## src/rtl/freq_meter_pkg.sv

```systemverilog
// freq_meter_pkg: shared definitions for the gated frequency counter.
//   - FSM state encodings (IDLE, MEASURE, DONE) as legacy-compatible constants
//   - default gate length and counter width, shared with freq_divider users
package freq_meter_pkg;

  // 1 s window at 100 MHz, result directly in Hz
  localparam int unsigned DEF_GATE_CYCLES = 99_999_999;
  localparam int unsigned DEF_CNT_W       = 27;

  typedef logic [1:0] state_t;

  localparam state_t ST_IDLE    = 2'd0;
  localparam state_t ST_MEASURE = 2'd1;
  localparam state_t ST_DONE    = 2'd2;

endpackage

```

## src/rtl/freq_meter_if.sv

```systemverilog
// freq_meter_if: request/result bundle between a frequency meter and its user.
//   start      : single-cycle measurement request (master -> slave)
//   busy       : measurement in progress or being reported (slave -> master)
//   freq_out   : edge count of the last completed window
//   freq_valid : one-cycle pulse when freq_out/overflow are updated
//   overflow   : last result saturated
// Modports: master = consumer (display/UART side), slave = the meter.
interface freq_meter_if
  import freq_meter_pkg::*;
#(
  parameter int unsigned CNT_W = DEF_CNT_W
) ();

  logic             start;
  logic             busy;
  logic [CNT_W-1:0] freq_out;
  logic             freq_valid;
  logic             overflow;

  modport master (output start, input busy, freq_out, freq_valid, overflow);
  modport slave  (input start, output busy, freq_out, freq_valid, overflow);

endinterface

```

## src/rtl/freq_meter_sync_edge_det.sv

```systemverilog
// sync_edge_det: 2-FF synchronizer followed by a rising-edge detector.
// Reusable for any asynchronous level input (buttons, external clocks).
//   clk    : sampling clock
//   reset  : synchronous, active-high; clears all three flops
//   i_sig  : asynchronous input
//   o_edge : one-cycle pulse, 2-3 clk after a rising edge of i_sig
module sync_edge_det (
  input  logic clk,
  input  logic reset,
  input  logic i_sig,
  output logic o_edge
);

  logic r_s1;
  logic r_s2;
  logic r_s3;

  always_ff @(posedge clk) begin
    if (reset) begin
      r_s1 <= 1'b0;
      r_s2 <= 1'b0;
      r_s3 <= 1'b0;
    end else begin
      r_s1 <= i_sig;
      r_s2 <= r_s1;
      r_s3 <= r_s2;
    end
  end

  assign o_edge = r_s2 & ~r_s3;

endmodule

```

## src/rtl/freq_meter.sv

```systemverilog
// freq_meter: gated frequency counter. After a start request, counts rising
// edges of sig_in over GATE_CYCLES+1 clk cycles and reports the count with a
// one-cycle freq_valid pulse. The count saturates at 2^CNT_W-1 and overflow
// flags that an edge arrived while saturated.
//   clk    : system clock
//   reset  : synchronous, active-high; aborts any measurement, clears outputs
//   sig_in : asynchronous signal to measure
//   bus    : freq_meter_if.slave (start, busy, freq_out, freq_valid, overflow)
// Optional build macro FREQ_METER_CONT_EN: windows run back-to-back after the
// first start (one dead cycle per window while the result is reported).
module freq_meter
  import freq_meter_pkg::*;
#(
  parameter int unsigned GATE_CYCLES = DEF_GATE_CYCLES,
  parameter int unsigned CNT_W       = DEF_CNT_W
) (
  input  logic         clk,
  input  logic         reset,
  input  logic         sig_in,
  freq_meter_if.slave  bus
);

  localparam int unsigned GATE_W = (GATE_CYCLES > 0) ? $clog2(GATE_CYCLES + 1) : 1;
  localparam logic [GATE_W-1:0] GATE_LAST = GATE_W'(GATE_CYCLES);

  state_t           r_state;
  logic [GATE_W-1:0] r_gate_cnt;
  logic [CNT_W-1:0] r_edge_cnt;
  logic             r_ovf;
  logic [CNT_W-1:0] r_freq_out;
  logic             r_freq_valid;
  logic             r_overflow;

  logic             w_edge;
  logic             w_gate_last;
  logic [CNT_W-1:0] w_cnt_nxt;
  logic             w_ovf_nxt;

  sync_edge_det u_sync (
    .clk    (clk),
    .reset  (reset),
    .i_sig  (sig_in),
    .o_edge (w_edge)
  );

  assign w_gate_last = (r_gate_cnt == GATE_LAST);

  // Counts including this cycle's edge, so the final gate cycle is counted
  // when the result is captured.
  always_comb begin
    w_cnt_nxt = r_edge_cnt;
    w_ovf_nxt = r_ovf;
    if (w_edge) begin
      if (&r_edge_cnt) w_ovf_nxt = 1'b1;
      else             w_cnt_nxt = r_edge_cnt + 1'b1;
    end
  end

  always_ff @(posedge clk) begin
    if (reset) begin
      r_state      <= ST_IDLE;
      r_gate_cnt   <= '0;
      r_edge_cnt   <= '0;
      r_ovf        <= 1'b0;
      r_freq_out   <= '0;
      r_freq_valid <= 1'b0;
      r_overflow   <= 1'b0;
    end else begin
      r_freq_valid <= 1'b0;

      case (r_state)
        ST_IDLE: begin
          if (bus.start) r_state <= ST_MEASURE;
        end
        ST_MEASURE: begin
          if (w_gate_last) begin
            r_state      <= ST_DONE;
            r_freq_out   <= w_cnt_nxt;
            r_overflow   <= w_ovf_nxt;
            r_freq_valid <= 1'b1;
          end
        end
        ST_DONE: begin
`ifdef FREQ_METER_CONT_EN
          r_state <= ST_MEASURE;
`else
          r_state <= ST_IDLE;
`endif
        end
        default: r_state <= ST_IDLE;
      endcase

      // Counters only run inside the window; holding them at zero elsewhere
      // means every entry into MEASURE starts clean, and the DONE cycle's
      // edge is discarded.
      if (r_state == ST_MEASURE && !w_gate_last) begin
        r_gate_cnt <= r_gate_cnt + 1'b1;
        r_edge_cnt <= w_cnt_nxt;
        r_ovf      <= w_ovf_nxt;
      end else begin
        r_gate_cnt <= '0;
        r_edge_cnt <= '0;
        r_ovf      <= 1'b0;
      end
    end
  end

  assign bus.busy       = (r_state != ST_IDLE);
  assign bus.freq_out   = r_freq_out;
  assign bus.freq_valid = r_freq_valid;
  assign bus.overflow   = r_overflow;

endmodule

```

## src/flat_wrapper.sv

```systemverilog
// flat-port wrapper written by rule: the top's interface ports become plain ports
module freq_meter_flat import freq_meter_pkg::*;
#(
  parameter int unsigned GATE_CYCLES = DEF_GATE_CYCLES,
  parameter int unsigned CNT_W       = DEF_CNT_W
)
  (clk, reset, sig_in, bus_start, bus_busy, bus_freq_out, bus_freq_valid, bus_overflow);
  freq_meter_if #(.CNT_W(CNT_W)) bus_i ();
  input  logic clk;
  input  logic reset;
  input  logic sig_in;
  input wire logic [$bits(bus_i.start)-1:0] bus_start;
  output wire logic [$bits(bus_i.busy)-1:0] bus_busy;
  output wire logic [$bits(bus_i.freq_out)-1:0] bus_freq_out;
  output wire logic [$bits(bus_i.freq_valid)-1:0] bus_freq_valid;
  output wire logic [$bits(bus_i.overflow)-1:0] bus_overflow;
  assign bus_i.start = bus_start;
  assign bus_busy = bus_i.busy;
  assign bus_freq_out = bus_i.freq_out;
  assign bus_freq_valid = bus_i.freq_valid;
  assign bus_overflow = bus_i.overflow;
  freq_meter #(.GATE_CYCLES(GATE_CYCLES), .CNT_W(CNT_W)) u_core (.clk(clk), .reset(reset), .sig_in(sig_in), .bus(bus_i));
endmodule
```

## config.mk

```make
export PLATFORM = sky130hd
export DESIGN_NAME = freq_meter_flat
export DESIGN_NICKNAME = d
export VERILOG_FILES = /design/src/rtl/freq_meter_pkg.sv /design/src/rtl/freq_meter_if.sv /design/src/rtl/freq_meter_sync_edge_det.sv /design/src/rtl/freq_meter.sv /design/src/flat_wrapper.sv
export SDC_FILE = /design/constraint.sdc
export NUM_CORES = 1
export LEC_CHECK = 0
export CORE_MARGIN = 1
export CORE_UTILIZATION = 57
export DETAILED_ROUTE_END_ITERATION = 16
export MAX_ROUTING_LAYER = met4
export PLACE_DENSITY = 0.85
export SYNTH_ARGS = -nofsm -noshare
export SYNTH_HDL_FRONTEND = slang
export SYNTH_HIERARCHICAL = 1
export SYNTH_SLANG_ARGS = --single-unit
```

## constraint.sdc

```tcl
create_clock -name clk -period 2.7 [get_ports clk]
set_clock_uncertainty 0.2 [all_clocks]
set_input_delay 0.54 -clock clk [delete_from_list [all_inputs] [get_ports clk]]
set_output_delay 0.54 -clock clk [all_outputs]
set_load 0.02 [all_outputs]
```

# After elaboration in Yosys (flattened, before gate mapping)
# Cells that the tools add are included.
classes:
  add_sub_neg: 2
  eq_ne: 4
  n_mux: 8
  bitwise_logic: 4
  n_reduce_logical: 9
ops:
  columns: ["cell", "n"]
  rows:
  - ["27-bit by 1-bit adder with 27-bit output (second input constant)", 2]
  - ["27-bit two-way mux", 2]
  - ["27-bit == test (second input constant)", 1]
  - ["27-bit AND reduction", 1]
  - ["2-bit two-way mux", 2]
  - ["2-bit case mux with 2 select lines", 1]
  - ["2-bit AND reduction", 2]
  - ["2-bit OR reduction", 2]
  - ["1-bit two-way mux", 3]
  - ["1-bit inverter", 3]
  - ["2-bit by 1-bit == test with 1-bit output (second input constant)", 1]
  - ["2-bit zero test", 1]
  - ["2-bit by 1-bit inequality test with 1-bit output (second input constant)", 1]
  - ["2-bit inequality test (second input constant)", 1]
  - ["2-bit nonzero test", 1]
  - ["1-bit AND", 1]
  - ["1-bit logical AND", 1]
  - ["1-bit zero test", 1]
totals:
  register_bits: 89
  input_bits: 4
  out_inout_bits: 30
  elab_cells: 37

# Longest topological paths before layout
# Gate-level depths: netlist of run 1.
logic_depth:
  depth_word: 5
  ltp_mapped: 8
  depth_no_buf: 7

# Modules after synthesis
# Netlist of run 1, hierarchy kept.
by_module_without_submodules:
  columns: ["mod", "n_inst", "cells_each", "area_each_um2", "seq_area_each_um2"]
  rows:
  - ["freq_meter", 1, 392, 3709.8, 1721.7]
  - ["sync_edge_det", 1, 7, 87.6, 60.1]

# Worst setup path after synthesis of run 1
# OpenSTA, ideal clock, no wires.
synth_path:
  path_type: "register to register"
  start: "reg u_core.r_edge_cnt[0]"
  end: "reg u_core.r_freq_out[12], in the netlist u_core/bus.freq_out[12]"
  setup_time_ns: 0.143
  arrival_time_ns: 1.731
  t_required_ns: 2.357
  slack_ns: 0.626
  path_stages_with_launch: 9
  n_path_buf: 1
  synth_period_minus_slack_ns: 2.074
  path_cell_list: "dfxtp_1 ha_1 nand3_1 nor4_2 nand3_2 buf_6 nand3_1 xor2_2 a211oi_2"
synth_between:
  elab_chain_cells: 3
  word_cells_on_any_way: 4
  classes_between: "add/sub (1); mux (2); reduce/logical (1)"
synth_lines:
  columns: ["item", "line_no", "source"]
  rows:
  - ["from (decl)", "freq_meter.sv:28", "logic [CNT_W-1:0] r_edge_cnt;"]
  - ["from (signal assigned)", "freq_meter.sv:98", "r_edge_cnt <= w_cnt_nxt;"]
  - ["27-bit by 1-bit adder with 27-bit output / 27-bit AND reduction (equally long branches)", "freq_meter.sv:55, freq_meter.sv:54", null]
  - ["27-bit two-way mux *", "freq_meter.sv:54", "if (&r_edge_cnt) w_ovf_nxt = 1'b1;"]
  - ["27-bit two-way mux *", "freq_meter.sv:53", "if (w_edge) begin"]
  - ["to (signal assigned)", "freq_meter.sv:78", "r_freq_out <= w_cnt_nxt;"]
  - ["to (decl)", "freq_meter.sv:30", "logic [CNT_W-1:0] r_freq_out;"]
# Every way passes the cells marked *; elsewhere a longest branch is shown, timed or not.
# A chain may end at the register's enable or synchronous reset.

# Worst setup path in the final report of run 1
layout_path:
  start: "reg u_core.r_state[1]"
  end: "out bus_busy"
layout_between:
  elab_chain_cells: 1
layout_lines:
  columns: ["item", "line_no", "source"]
  rows:
  - ["from (decl)", "freq_meter.sv:26", "state_t r_state;"]
  - ["from (signal assigned)", "freq_meter.sv:61", "r_state <= ST_IDLE;"]
  - ["from (signal assigned)", "freq_meter.sv:73", "if (bus.start) r_state <= ST_MEASURE;"]
  - ["from (signal assigned)", "freq_meter.sv:77", "r_state <= ST_DONE;"]
  - ["2-bit nonzero test", "freq_meter.sv:108", "assign bus.busy = (r_state != ST_IDLE);"]
  - ["to (decl)", "flat_wrapper.sv:13", "output wire logic [$bits(bus_i.busy)-1:0] bus_busy;"]
# Every way passes these cells.

==> results.sh, run 1 <==
export IMPL_outcome="finished clean"
export IMPL_rsz0062_at_grt="no"
export IMPL_drtPass1Iterations=4
export IMPL_arrival_ns=1.67
export IMPL_period_share_pct=89.36
export IMPL_io_buffers=33
export IMPL_place_hpwl_um=4636
export IMPL_endpoint_kind="primary output"
export IMPL_fp_dieH_um=83.62
export IMPL_max_clock_freq_ghz=0.4145
export IMPL_syn_num_nets=405
export IMPL_ys_flop_type="dfxtp_1"
export IMPL_worst_slew_pin_slew_ns=0.4877
export IMPL_max_slew_margin_pct=67.31
export IMPL_cts_sinks=89
export IMPL_tritoncts_num_buffers=9
export IMPL_via_per_inst=5.439
export IMPL_path_clk_slew_ns=0.08
export IMPL_antenna_left=0
export IMPL_antenna_found_initial=0
export IMPL_dp_cells=499
export IMPL_grt_ovfl_total=0
export IMPL_worst_endpoint_required_ns=1.96
export IMPL_ys_types=42
export IMPL_nets=439
export IMPL_cts_root_buf="clkbuf_8"
export IMPL_grt_pass1_wl_um=11670
export IMPL_layout_common_cells="nor2_1 (93), dfxtp_1 (89), clkdlybuf4s50_1 (33), xor2_1 (32)"
export IMPL_startpoint_type="flip-flop"
export IMPL_dpl_cell_area_um2=4178
export IMPL_r2r_setup_slack_ns=0.34
export IMPL_yosys_area_top_type_share_pct=46.92
export IMPL_crit_path_max_fanout=6
export IMPL_cts_tree="built"
export IMPL_async_reset_ff_share_pct=0
export IMPL_drtIter0Drc=129
export IMPL_cts_htree_levels=3
export IMPL_rows=29
export IMPL_setup_viol=0
export IMPL_crit_chain="or2_2, clkdlybuf4s50_1"
export IMPL_final_common_cell="nor2_1"
export IMPL_antenna_cells=0
export IMPL_synthCells=399
export IMPL_worstSetupPathType="flip-flop to primary output"
export IMPL_stdcell_count=515
export IMPL_core_area_um2=6386
export IMPL_synth_area_leaders="dfxtp_1 (47%), nor2_1 (9.2%), xor2_1 (7.4%), a211oi_2 (4.9%), nand3_1 (3.2%)"
export IMPL_finalInstanceArea_um2=4403
export IMPL_vias=2801
export IMPL_die_w_um=83.62
export IMPL_wire_per_inst_um=13.37
export IMPL_synth_top_area_cell="dfxtp_1"
export IMPL_ys_seq_elements=89
export IMPL_grt_start_max_net_pins=54
export IMPL_ys_warn_count=6
export IMPL_cp_startpoint="u_core/r_state[1]"
export IMPL_cts_hold_buf=0
export IMPL_p_leak_nw=1.472
export IMPL_wl_um=6884
export IMPL_rr_endpoint="u_core/bus.freq_out[1]"
export IMPL_ioPinCount=34
export IMPL_finalCriticalPeriod_ns=2.413
export IMPL_drcViolationCount=0
export IMPL_grtUsageTotal_pct=21.20
export IMPL_insertion_delay_ns=0.35
export IMPL_maxSlewViolCount=0
export IMPL_reg2reg_depth=7
export IMPL_cp_slowest_cell="clkdlybuf4s50_1"
export IMPL_worstReg2RegStart="u_core/r_edge_cnt[0]"
export IMPL_syn_to_final_growth_pct=15.95
export IMPL_routabilityCongestion=0.8876
export IMPL_slowest_delay_ns=0.60
export IMPL_grt_pass1_vias=2650
export IMPL_avgSynthCellArea_um2=9.517
export IMPL_utilization_pct=68.95
export IMPL_start_util_pct=59.46
export IMPL_cts_repair_resized=0
export IMPL_tns_ns=0
export IMPL_cts_max_path_buffers=2
export IMPL_fill_cells=513
export IMPL_cp_endpoint="bus_busy"
export IMPL_yosysSeqAreaShare_pct=46.92
export IMPL_hold_path_class="flip-flop to flip-flop"
export IMPL_synth_edf_count=0
export IMPL_synthesis_area_um2=3797
export IMPL_cellPowerDensity_nw_per_um2=531.9
export IMPL_hold_viol_final=0
export IMPL_drive_gt1_share_pct=13.01
export IMPL_post_cts_buffers=0
export IMPL_fp_dieArea_um2=6992
export IMPL_vdd_ir_drop_max_mv=0.3231
export IMPL_drv_cap=0
==> critical path: cells and delay by family, from the launching register on <==
family                 cells  cell delay, ns
buffers and inverters      1            0.60
flip-flops                 1            0.53
AND/OR/NAND/NOR            1            0.20
==> flip-flops by register name, indices dropped and copies added, names as in the netlist <==
signal	cells
u_core/r_state	2
u_core/u_sync/r_s1	1
u_core/u_sync/r_s3	1
u_core/r_ovf	1
u_core/r_edge_cnt	27
u_core/r_gate_cnt	27
u_core/u_sync/r_s2	1
u_core/bus.freq_valid	1
u_core/bus.overflow	1
u_core/bus.freq_out	27
==> final cells by class <==
| cell class | instances | area, µm² | share of cell area, % |
|---|---|---|---|
| clock inverter | 3 | 46.29 | 1.051 |
| inverter | 2 | 7.507 | 0.1705 |
| timing repair buffer | 38 | 380.4 | 8.639 |
| sequential | 89 | 1782 | 40.47 |
| tap | 77 | 96.34 | 2.188 |
| clock buffer | 13 | 178.9 | 4.064 |
| multi-input combinational | 293 | 1912 | 43.42 |
==> where the power goes <==
part	leakage [nW]	total [mW]	internal, mW	switching [mW]
Combinational	0.642	0.0442	0.0141	0.0301
Sequential	0.718	1.32	1.32	0.00301
Clock	0.112	0.980	0.531	0.449
Total	1.47	2.34	1.86	0.482
==> synthesized netlist by cell type, types with 6 or more instances <==
| cell | instances |
|---|---|
| a211oi_1 | 10 |
| a211oi_2 | 15 |
| and3_1 | 12 |
| buf_2 | 6 |
| dfxtp_1 | 89 |
| nand2_1 | 23 |
| nand3_1 | 24 |
| nand4_1 | 14 |
| nor2_1 | 93 |
| nor3_1 | 9 |
| xnor2_1 | 13 |
| xor2_1 | 32 |
==> metrics by stage <==
stage	power (mW)	setup slack [ns]	hold WS [ns]
2_1_floorplan	1.378	0.6259	0.2129
3_3_place_gp	1.393	0.4162	0.2214
3_5_place_dp	1.393	0.3383	0.2306
4_1_cts	2.368	0.2661	0.2426
5_1_grt	2.425	0.09490	0.2647
6_report	2.342	0.2873	0.2410
==> how the worst min path moves through the flow <==
| stage | from | end | depth (start not counted) |
|---|---|---|---|
| global route | u_core/r_gate_cnt[0] | u_core/r_gate_cnt[0] | 1 |
| floorplan | u_core/r_gate_cnt[0] | u_core/r_gate_cnt[0] | 1 |
| detailed placement | u_core/r_gate_cnt[0] | u_core/r_gate_cnt[0] | 1 |
| CTS | u_core/r_gate_cnt[0] | u_core/r_gate_cnt[0] | 1 |
| finish | u_core/r_gate_cnt[0] | u_core/r_gate_cnt[0] | 1 |
| global placement | u_core/r_gate_cnt[0] | u_core/r_gate_cnt[0] | 1 |
==> layer usage <==
| layer | up-vias | global-route usage [%] | share of wire, % |
|---|---|---|---|
| met5 | - | - | 0 |
| met4 | 0 | 7.550 | 1.1 |
| met3 | 8 | 5.143 | 3.2 |
| met2 | 44 | 35.55 | 50 |
| met1 | 1309 | 24.78 | 46 |
| li1 | 1440 | - | - |
==> logic make-up after synthesis <==
family	Yosys count	synth area share (%)
AOI/OAI and AO/OA	31	8.007
xor gates and xnor gates	47	11.24
adders and majority gates	2	0.6589
buffers and inverters	17	2.866
and+or+nand+nor	208	28.96
DFF	89	46.92
muxes	5	1.351
(Power assumes the default switching activity.)
==> run 2: changes to the inputs <==
--- a/config.mk
+++ b/config.mk
@@ -8,6 +8,7 @@
 export CORE_MARGIN = 1
 export CORE_UTILIZATION = 57
 export DETAILED_ROUTE_END_ITERATION = 16
+export HOLD_SLACK_MARGIN = 0.02
 export MAX_ROUTING_LAYER = met4
 export PLACE_DENSITY = 0.85
 export SYNTH_ARGS = -nofsm -noshare
==> results of run 2 <==
The final DEF is identical to that of run 1; final timing and power are the same.
